### src/rtl/mc_pkg.sv
// Shared types and encodings for the multicycle controller: state enum,
// opcodes, ALU operation classes and datapath mux encodings.
package mc_pkg;

    typedef enum logic [2:0] {
        S_FETCH  = 3'd0,
        S_DECODE = 3'd1,
        S_EXEC   = 3'd2,
        S_MEM    = 3'd3,
        S_WB     = 3'd4
    } state_t;

    localparam logic [5:0] OP_RTYPE = 6'd0;
    localparam logic [5:0] OP_ADDI  = 6'd1;
    localparam logic [5:0] OP_LW    = 6'd2;
    localparam logic [5:0] OP_SW    = 6'd3;
    localparam logic [5:0] OP_BEQ   = 6'd4;
    localparam logic [5:0] OP_BNE   = 6'd5;
    localparam logic [5:0] OP_SLTI  = 6'd6;
    localparam logic [5:0] OP_ANDI  = 6'd7;
    localparam logic [5:0] OP_ORI   = 6'd8;
    localparam logic [5:0] OP_LI    = 6'd9;

    // ALU_FUNCT lets the ALU control decode the R-type funct field itself
    localparam logic [2:0] ALU_ADD   = 3'd0;
    localparam logic [2:0] ALU_SUB   = 3'd1;
    localparam logic [2:0] ALU_AND   = 3'd2;
    localparam logic [2:0] ALU_OR    = 3'd3;
    localparam logic [2:0] ALU_SLT   = 3'd4;
    localparam logic [2:0] ALU_FUNCT = 3'd5;
    localparam logic [2:0] ALU_PASSB = 3'd6;

    localparam logic [1:0] SRCB_REG  = 2'd0;
    localparam logic [1:0] SRCB_FOUR = 2'd1;
    localparam logic [1:0] SRCB_IMM  = 2'd2;

    localparam logic [1:0] PC_SRC_ALU    = 2'd0;
    localparam logic [1:0] PC_SRC_ALUOUT = 2'd1;

endpackage

### src/rtl/mc_op_decode.sv
// Combinational opcode classifier: legality, branch/memory class and ALU op.
module mc_op_decode
    import mc_pkg::*;
(
    input  logic [5:0] opcode,
    output logic       legal,
    output logic       is_branch,
    output logic       is_mem,
    output logic [2:0] alu_op
);

    always_comb begin
        legal     = 1'b1;
        is_branch = 1'b0;
        is_mem    = 1'b0;
        alu_op    = ALU_ADD;
        case (opcode)
            OP_RTYPE: alu_op = ALU_FUNCT;
            OP_ADDI:  alu_op = ALU_ADD;
            OP_LW,
            OP_SW: begin
                is_mem = 1'b1;
                alu_op = ALU_ADD;
            end
            OP_BEQ,
            OP_BNE: begin
                is_branch = 1'b1;
                alu_op    = ALU_SUB;
            end
            OP_SLTI:  alu_op = ALU_SLT;
            OP_ANDI:  alu_op = ALU_AND;
            OP_ORI:   alu_op = ALU_OR;
            OP_LI:    alu_op = ALU_PASSB;
            default:  legal  = 1'b0;
        endcase
    end

endmodule

### src/rtl/multicycle_controller.sv
// Five-state multicycle CPU control FSM. Optional performance counters are
// enabled by defining MC_PERF_CNT_EN.
module multicycle_controller
    import mc_pkg::*;
(
    input  logic       clk,
    input  logic       reset,
    input  logic [5:0] opcode,
    input  logic       zero,
    input  logic       mem_ready,
    output logic       mem_read,
    output logic       mem_write,
    output logic       i_or_d,
    output logic       ir_write,
    output logic       pc_en,
    output logic       reg_write,
    output logic       reg_dst,
    output logic       mem_to_reg,
    output logic       alu_src_a,
    output logic [1:0] alu_src_b,
    output logic [1:0] pc_src,
    output logic [2:0] alu_op,
    output logic [2:0] state,
    output logic       instr_done,
    output logic       illegal
`ifdef MC_PERF_CNT_EN
    ,
    output logic [31:0] cycle_cnt,
    output logic [31:0] instr_cnt
`endif
);

    state_t     state_q;
    state_t     state_d;
    logic [5:0] op_q;
    logic       illegal_q;
    logic       set_illegal;

    logic [5:0] dec_in;
    logic       dec_legal;
    logic       dec_branch;
    logic       dec_mem;
    logic [2:0] dec_alu_op;

    logic is_rtype;
    logic is_lw;
    logic is_sw;
    logic is_beq;

    // In DECODE op_q is not yet valid, so classify the live opcode instead
    assign dec_in = (state_q == S_DECODE) ? opcode : op_q;

    mc_op_decode u_decode (
        .opcode    (dec_in),
        .legal     (dec_legal),
        .is_branch (dec_branch),
        .is_mem    (dec_mem),
        .alu_op    (dec_alu_op)
    );

    assign is_rtype = (op_q == OP_RTYPE);
    assign is_lw    = (op_q == OP_LW);
    assign is_sw    = (op_q == OP_SW);
    assign is_beq   = (op_q == OP_BEQ);

    always_ff @(posedge clk) begin
        if (reset) begin
            state_q   <= S_FETCH;
            op_q      <= '0;
            illegal_q <= 1'b0;
        end else begin
            state_q <= state_d;
            if (state_q == S_DECODE) begin
                op_q <= opcode;
            end
            if (set_illegal) begin
                illegal_q <= 1'b1;
            end
        end
    end

    always_comb begin
        state_d     = state_q;
        set_illegal = 1'b0;
        mem_read    = 1'b0;
        mem_write   = 1'b0;
        i_or_d      = 1'b0;
        ir_write    = 1'b0;
        pc_en       = 1'b0;
        reg_write   = 1'b0;
        reg_dst     = 1'b0;
        mem_to_reg  = 1'b0;
        alu_src_a   = 1'b0;
        alu_src_b   = SRCB_REG;
        pc_src      = PC_SRC_ALU;
        alu_op      = ALU_ADD;
        instr_done  = 1'b0;

        case (state_q)
            S_FETCH: begin
                mem_read  = 1'b1;
                alu_src_b = SRCB_FOUR;
                if (mem_ready) begin
                    ir_write = 1'b1;
                    pc_en    = 1'b1;
                    state_d  = S_DECODE;
                end
            end
            S_DECODE: begin
                alu_src_b = SRCB_IMM;
                if (!dec_legal) begin
                    set_illegal = 1'b1;
                    state_d     = S_FETCH;
                end else begin
                    state_d = S_EXEC;
                end
            end
            S_EXEC: begin
                alu_src_a = 1'b1;
                alu_src_b = (is_rtype || dec_branch) ? SRCB_REG : SRCB_IMM;
                alu_op    = dec_alu_op;
                if (dec_branch) begin
                    pc_src     = PC_SRC_ALUOUT;
                    pc_en      = is_beq ? zero : !zero;
                    instr_done = 1'b1;
                    state_d    = S_FETCH;
                end else if (dec_mem) begin
                    state_d = S_MEM;
                end else begin
                    state_d = S_WB;
                end
            end
            S_MEM: begin
                i_or_d    = 1'b1;
                mem_read  = is_lw;
                mem_write = is_sw;
                if (mem_ready) begin
                    if (is_lw) begin
                        state_d = S_WB;
                    end else begin
                        instr_done = 1'b1;
                        state_d    = S_FETCH;
                    end
                end
            end
            S_WB: begin
                reg_write  = 1'b1;
                reg_dst    = is_rtype;
                mem_to_reg = is_lw;
                instr_done = 1'b1;
                state_d    = S_FETCH;
            end
            default: state_d = S_FETCH;
        endcase

        // Side-effecting strobes must stay quiet while reset is held
        if (reset) begin
            mem_read   = 1'b0;
            mem_write  = 1'b0;
            ir_write   = 1'b0;
            pc_en      = 1'b0;
            reg_write  = 1'b0;
            instr_done = 1'b0;
        end
    end

    assign state   = state_q;
    assign illegal = illegal_q;

`ifdef MC_PERF_CNT_EN
    always_ff @(posedge clk) begin
        if (reset) begin
            cycle_cnt <= '0;
            instr_cnt <= '0;
        end else begin
            cycle_cnt <= cycle_cnt + 32'd1;
            if (instr_done) begin
                instr_cnt <= instr_cnt + 32'd1;
            end
        end
    end
`endif

endmodule

### config.mk
export PLATFORM = sky130hd
export DESIGN_NAME = multicycle_controller
export DESIGN_NICKNAME = d
export VERILOG_FILES = /design/src/rtl/mc_pkg.sv /design/src/rtl/mc_op_decode.sv /design/src/rtl/multicycle_controller.sv
export SDC_FILE = /design/constraint.sdc
export NUM_CORES = 1
export LEC_CHECK = 0
export BUFFER_PORTS_ARGS = -buffer_cell sky130_fd_sc_hd__buf_2
export CAP_MARGIN = 25
export CORE_MARGIN = 3
export CORE_UTILIZATION = 35
export CTS_CLUSTER_DIAMETER = 100
export DETAILED_ROUTE_END_ITERATION = 7
export GPL_TIMING_DRIVEN = 0
export REMOVE_ABC_BUFFERS = 1
export SLEW_MARGIN = 20
export SYNTH_ARGS = -nofsm -noshare
export SYNTH_HDL_FRONTEND = slang
export SYNTH_SLANG_ARGS = --single-unit
### constraint.sdc
create_clock -name clk -period 3.41 [get_ports clk]
set_clock_uncertainty 0.15 [all_clocks]
set_input_delay 0.682 -clock clk [delete_from_list [all_inputs] [get_ports clk]]
set_output_delay 0.682 -clock clk [all_outputs]
set_load 0.01 [all_outputs]
# After elaboration in Yosys (flattened, before gate mapping)
# Index checks and enable logic that the tools add are counted.
[totals]
reg_bits = 10
word_cells = 71
[classes]
n_mux = 41
eq_ne = 18
n_reduce_logical = 9
[op_table]
columns = ["cell", "n"]
rows = [
  ["equality test 6 x 3 -> 1 bit, second input constant", 5],
  ["two-way mux 1 bit", 26],
  ["equality test 6 x 2 -> 1 bit, second input constant", 4],
  ["two-way mux 3 bit", 6],
  ["case mux 3 bit (6 select lines)", 1],
  ["equality test 6 x 4 -> 1 bit, second input constant", 2],
  ["logical NOT 6 bit", 2],
  ["case mux 3 bit (4 select lines)", 1],
  ["OR reduction 10 bit", 1],
  ["equality test 3 x 2 -> 1 bit, second input constant", 2],
  ["equality test 6 x 1 -> 1 bit, second input constant", 1],
  ["two-way mux 6 bit", 1],
  ["case mux 2 bit (3 select lines)", 1],
  ["two-way mux 2 bit", 2],
  ["inequality test 2 bit, second input constant", 2],
  ["case mux 1 bit (2 select lines)", 2],
  ["OR reduction 2 bit", 2],
  ["equality test 3 x 1 -> 1 bit, second input constant", 1],
  ["equality test 3 bit, second input constant", 1],
  ["logical NOT 3 bit", 1],
  ["case mux 1 bit (3 select lines)", 1],
  ["AND reduction 2 bit", 1],
  ["logical NOT 1 bit", 1],
  ["logical OR 1 bit", 1],
]

# Longest topological paths before layout
[depth]
ltp_word = 8
mapped_depth = 6
ltp_nobuf = 5

# Modules after synthesis
# From an unflattened synthesis, not the netlist that was laid out.
[hier_totals]
hier_cells = 97
hier_area_um2 = 795.8
[modules_own_cells]
columns = ["mod", "n_inst", "area_per_inst_um2", "cells_each", "seq_area_each_um2"]
rows = [
  ["multicycle_controller", 1, 686.9, 82, 200.2],
  ["mc_op_decode", 1, 108.9, 15, 0.0],
]

# Worst setup path before layout
# Ideal clock, no wire load.
[synth_timing]
path_kind = "register to output"
start = "register state_q[0] (netlist: state[0])"
end = "output alu_op[2]"
n_path_buf = 1
required_ns = 2.578
path_slack_ns = 0.878
arrival_time_ns = 1.700
path_stages_with_launch = 6
cell_sequence = "dfxtp_1 buf_2 nor3b_2 mux2i_1 a311oi_1 a211oi_1"
[synth_via]
elab_chain_len = 6
word_cells_on_any_way = 13
classes_between = "eq/ne: 8; mux: 3; reduce/logical: 2"
[synth_rtl]
columns = ["element", "line_no", "text"]
rows = [
  ["start: declaration", "multicycle_controller.sv:33", "state_t state_q;"],
  ["start signal: assignment", "multicycle_controller.sv:72", "state_q <= state_d;"],
  ["equality test 3 x 1 -> 1 bit", "multicycle_controller.sv:51", "assign dec_in = (state_q == S_DECODE) ? opcode : op_q;"],
  ["two-way mux 6 bit", "-", ""],
  ["equality test 6 x 3 -> 1 bit", "mc_op_decode.sv:17", "case (opcode)"],
  ["OR reduction 2 bit", "mc_op_decode.sv:17", ""],
  ["case mux 3 bit (6 select lines)", "mc_op_decode.sv:17", ""],
  ["two-way mux 3 bit (*)", "multicycle_controller.sv:99", "case (state_q)"],
  ["end: declaration", "multicycle_controller.sv:22", "output logic [2:0] alu_op,"],
]
# Every way passes the cells marked *; elsewhere a longest branch is shown, timed or not.

# Worst setup path in the final report
[layout_timing]
start = "register state_q[0] (netlist: state[0])"
end = "output alu_op[0]"
# The elaborated chain is that of the path after synthesis.

==> results.cfg <==
[status]
status = finished, final reports clean

[power_and_ir_drop]
peakVddDrop_v = 0.000251
power_density_mw_per_mm2 = 330
total_power_mw = 0.315
power.leakage_nw = 0.444

[setup_path]
cp.required_ps = 2580
crit_path_cell_trace = nor3b_2 -> mux2i_1 -> o21ai_0 -> a21boi_0 -> buf_2
cpPeakStageDelay_ps = 560
critPathMaxFanout = 10
crit_path_start_kind = register
rrSetupSlack_ps = 1630
crit_path_end_kind = output pin
critical_path_class = reg -> out
cp.arrival_ps = 2250
crit_slowest_cell = nor3b_2

[clocking]
clk_latency_ps = 270
cts_num_sinks = 10
cts-resized-gates = 0
h-tree-depth = 1
cts_tree = built
clock-root-buffer = clkbuf_4
clk_pin_slew_worst_paths_ps = 70
cts_setup_buffers = 0
numCtsBuffers = 3
clock_tree.buffer_depth = 2
postCtsHoldBufs = 0

[synthesis]
synth_top_family_by_area = simple AND/OR/NAND/NOR gates
seq_area_frac_synth = 0.255
synthAdderAreaFrac = 0
synth_edf_count = 0
ys_seq_elements = 10
avgSynthCellArea_um2 = 7.08
ys_top_cells_by_area = dfxtp_1, nand2_1, a21oi_1
synthesis.area_um2 = 786
synthDistinctLibCells = 36
synth_ff_type = dfxtp_1
yosys.area_share.simple = 0.377
async_flop_share = 0
synth.largest_area_cell = dfxtp_1
synthTopCellsByCount = nand2_1, dfxtp_1, nor2_1, a21oi_1, nor3_1
synth_warnings = 0
synth_compound_area_frac = 0.229
synthMostInstantiatedCell = nand2_1
synth_top_area_frac = 0.255
synthMuxAreaShare = 0.0255
syn_inst = 111
synth_xor_area_frac = 0.0223

[finish]
finalNonFillerCells = 163
nNetsFinal = 147
diodes = 0
synthToLayoutAreaGrowth_pct = 21.7
fill_cells = 234
drive_gt1_frac = 0.294

[route]
totalWireLength_um = 2100
wire_per_inst_um = 12.9
drt_iter0_drc = 11
drtPass1Iterations = 4
vias = 889
drcViolationCount = 0
drtAntennaViolNets = 0
vias_per_cell = 5.45

[grt]
grt_pass1_wl_um = 3490
grt-ovfl-total = 0
grt_pass1_vias = 802
antenna_found_initial = 0
grt_max_degree = 14
grt_util_all_layers = 0.166

[floorplan]
chipWidth_um = 53.4
fp.dieArea_mm2 = 0.00285
initial_core_util = 0.385
core_mm2 = 0.00204
num_rows = 16
ioPinCount = 31
die_h_um = 53.4

[sta]
setup_tns_ps = 0
setup_violations = 0
tightest_slew_ps = 629
grt_setup_unrepaired = no
maxSlewHeadroom = 0.575
period_minus_slack_ps = 3080
finalHoldViolCount = 0
timing.final.max_slew_violations = 0
min_period_over_period = 0.904
max_freq_mhz = 324

[placement]
place.gp.congestion = 0.853
portBuffers = 29
dp_cells = 159
dp_hpwl_um = 1630

[flow_run]
maxCapViolations = 0

[hold_path]
hp-class = reg -> reg
-- through the flow --
step,setup slack [ps],hold WS (ps),instance area [µm²],utilization
4_1_cts,340,322,956,0.468
2_1_floorplan,896,315,741,-
3_3_place_gp,665,296,920,0.450
5_1_grt,125,340,956,0.468
6_report,326,315,956,0.468
3_5_place_dp,651,305,920,0.450
-- layout make-up --
cell class | count | area, µm² | share of cell area
Clock buffer | 4 | 36.3 | 0.0380
Inverter | 6 | 22.5 | 0.0236
Multi-Input combinational cell | 87 | 518 | 0.542
Sequential cell | 10 | 200 | 0.209
Tap cell | 27 | 33.8 | 0.0353
Timing Repair Buffer | 29 | 145 | 0.152
-- state kept, by name, summed over array words and instances, names as in the netlist --
name,count
op_q,6
illegal,1
state,3
-- layout by cell type, fill, tap and decap left out, types with 2 or more instances in the layout --
cell type  instances
nand2_1           15
mux2i_1            2
o21ai_0            5
nor4b_1            3
a31oi_1            3
and3_1             2
o21a_1             3
nor2_1            10
inv_1              6
dfxtp_1           10
nor3_1             8
clkbuf_4           3
nand4_1            2
buf_2             29
a21oi_1            9
or2_2              2
nand3_1            2
a311oi_1           2
nor3b_2            2
nor4_1             3
-- critical path: cells and delay by family (launching register included) --
kind | cells | cell delay (ps)
buf+inv | 1 | 160
simple gates | 1 | 560
mux | 1 | 400
compound gates | 2 | 380
flops | 1 | 480
-- worst paths after layout --
path	endpoint	start	cells past startpoint
worst max-delay path	alu_op[0]	state[0]$_SDFFE_PP0P_	5
worst min-delay path	illegal$_SDFFE_PP0P_	illegal$_SDFFE_PP0P_	2
worst max register to register	op_q[0]$_SDFF_PP0_	state[0]$_SDFFE_PP0P_	3
worst min register to register	illegal$_SDFFE_PP0P_	illegal$_SDFFE_PP0P_	2
-- logic make-up after synthesis --
family          count (synthesis)
compound gates                 28
xor+xnor                        2
buf+inv                        14
flops                          10
mux                             2
other cells                     1
simple gates                   54
-- report_power, final --
| group | switching [mW] | internal (mW) | total (mW) | leakage [nW] |
|---|---|---|---|---|
| combinational | 0.0416 | 0.0321 | 0.0736 | 0.341 |
| clock | 0.0448 | 0.0649 | 0.110 | 0.0210 |
| sequential | 0.00965 | 0.122 | 0.132 | 0.0816 |
-- layer usage --
metal  routed length, µm  vias to the layer above  track usage
met5                   0                        -            0
met4                  17                        0       0.0723
met1                 926                      413        0.198
li1                    -                      453            -
met3                 101                        3       0.0451
met2                1060                       20        0.273
Power figures use the tool's default switching activity.
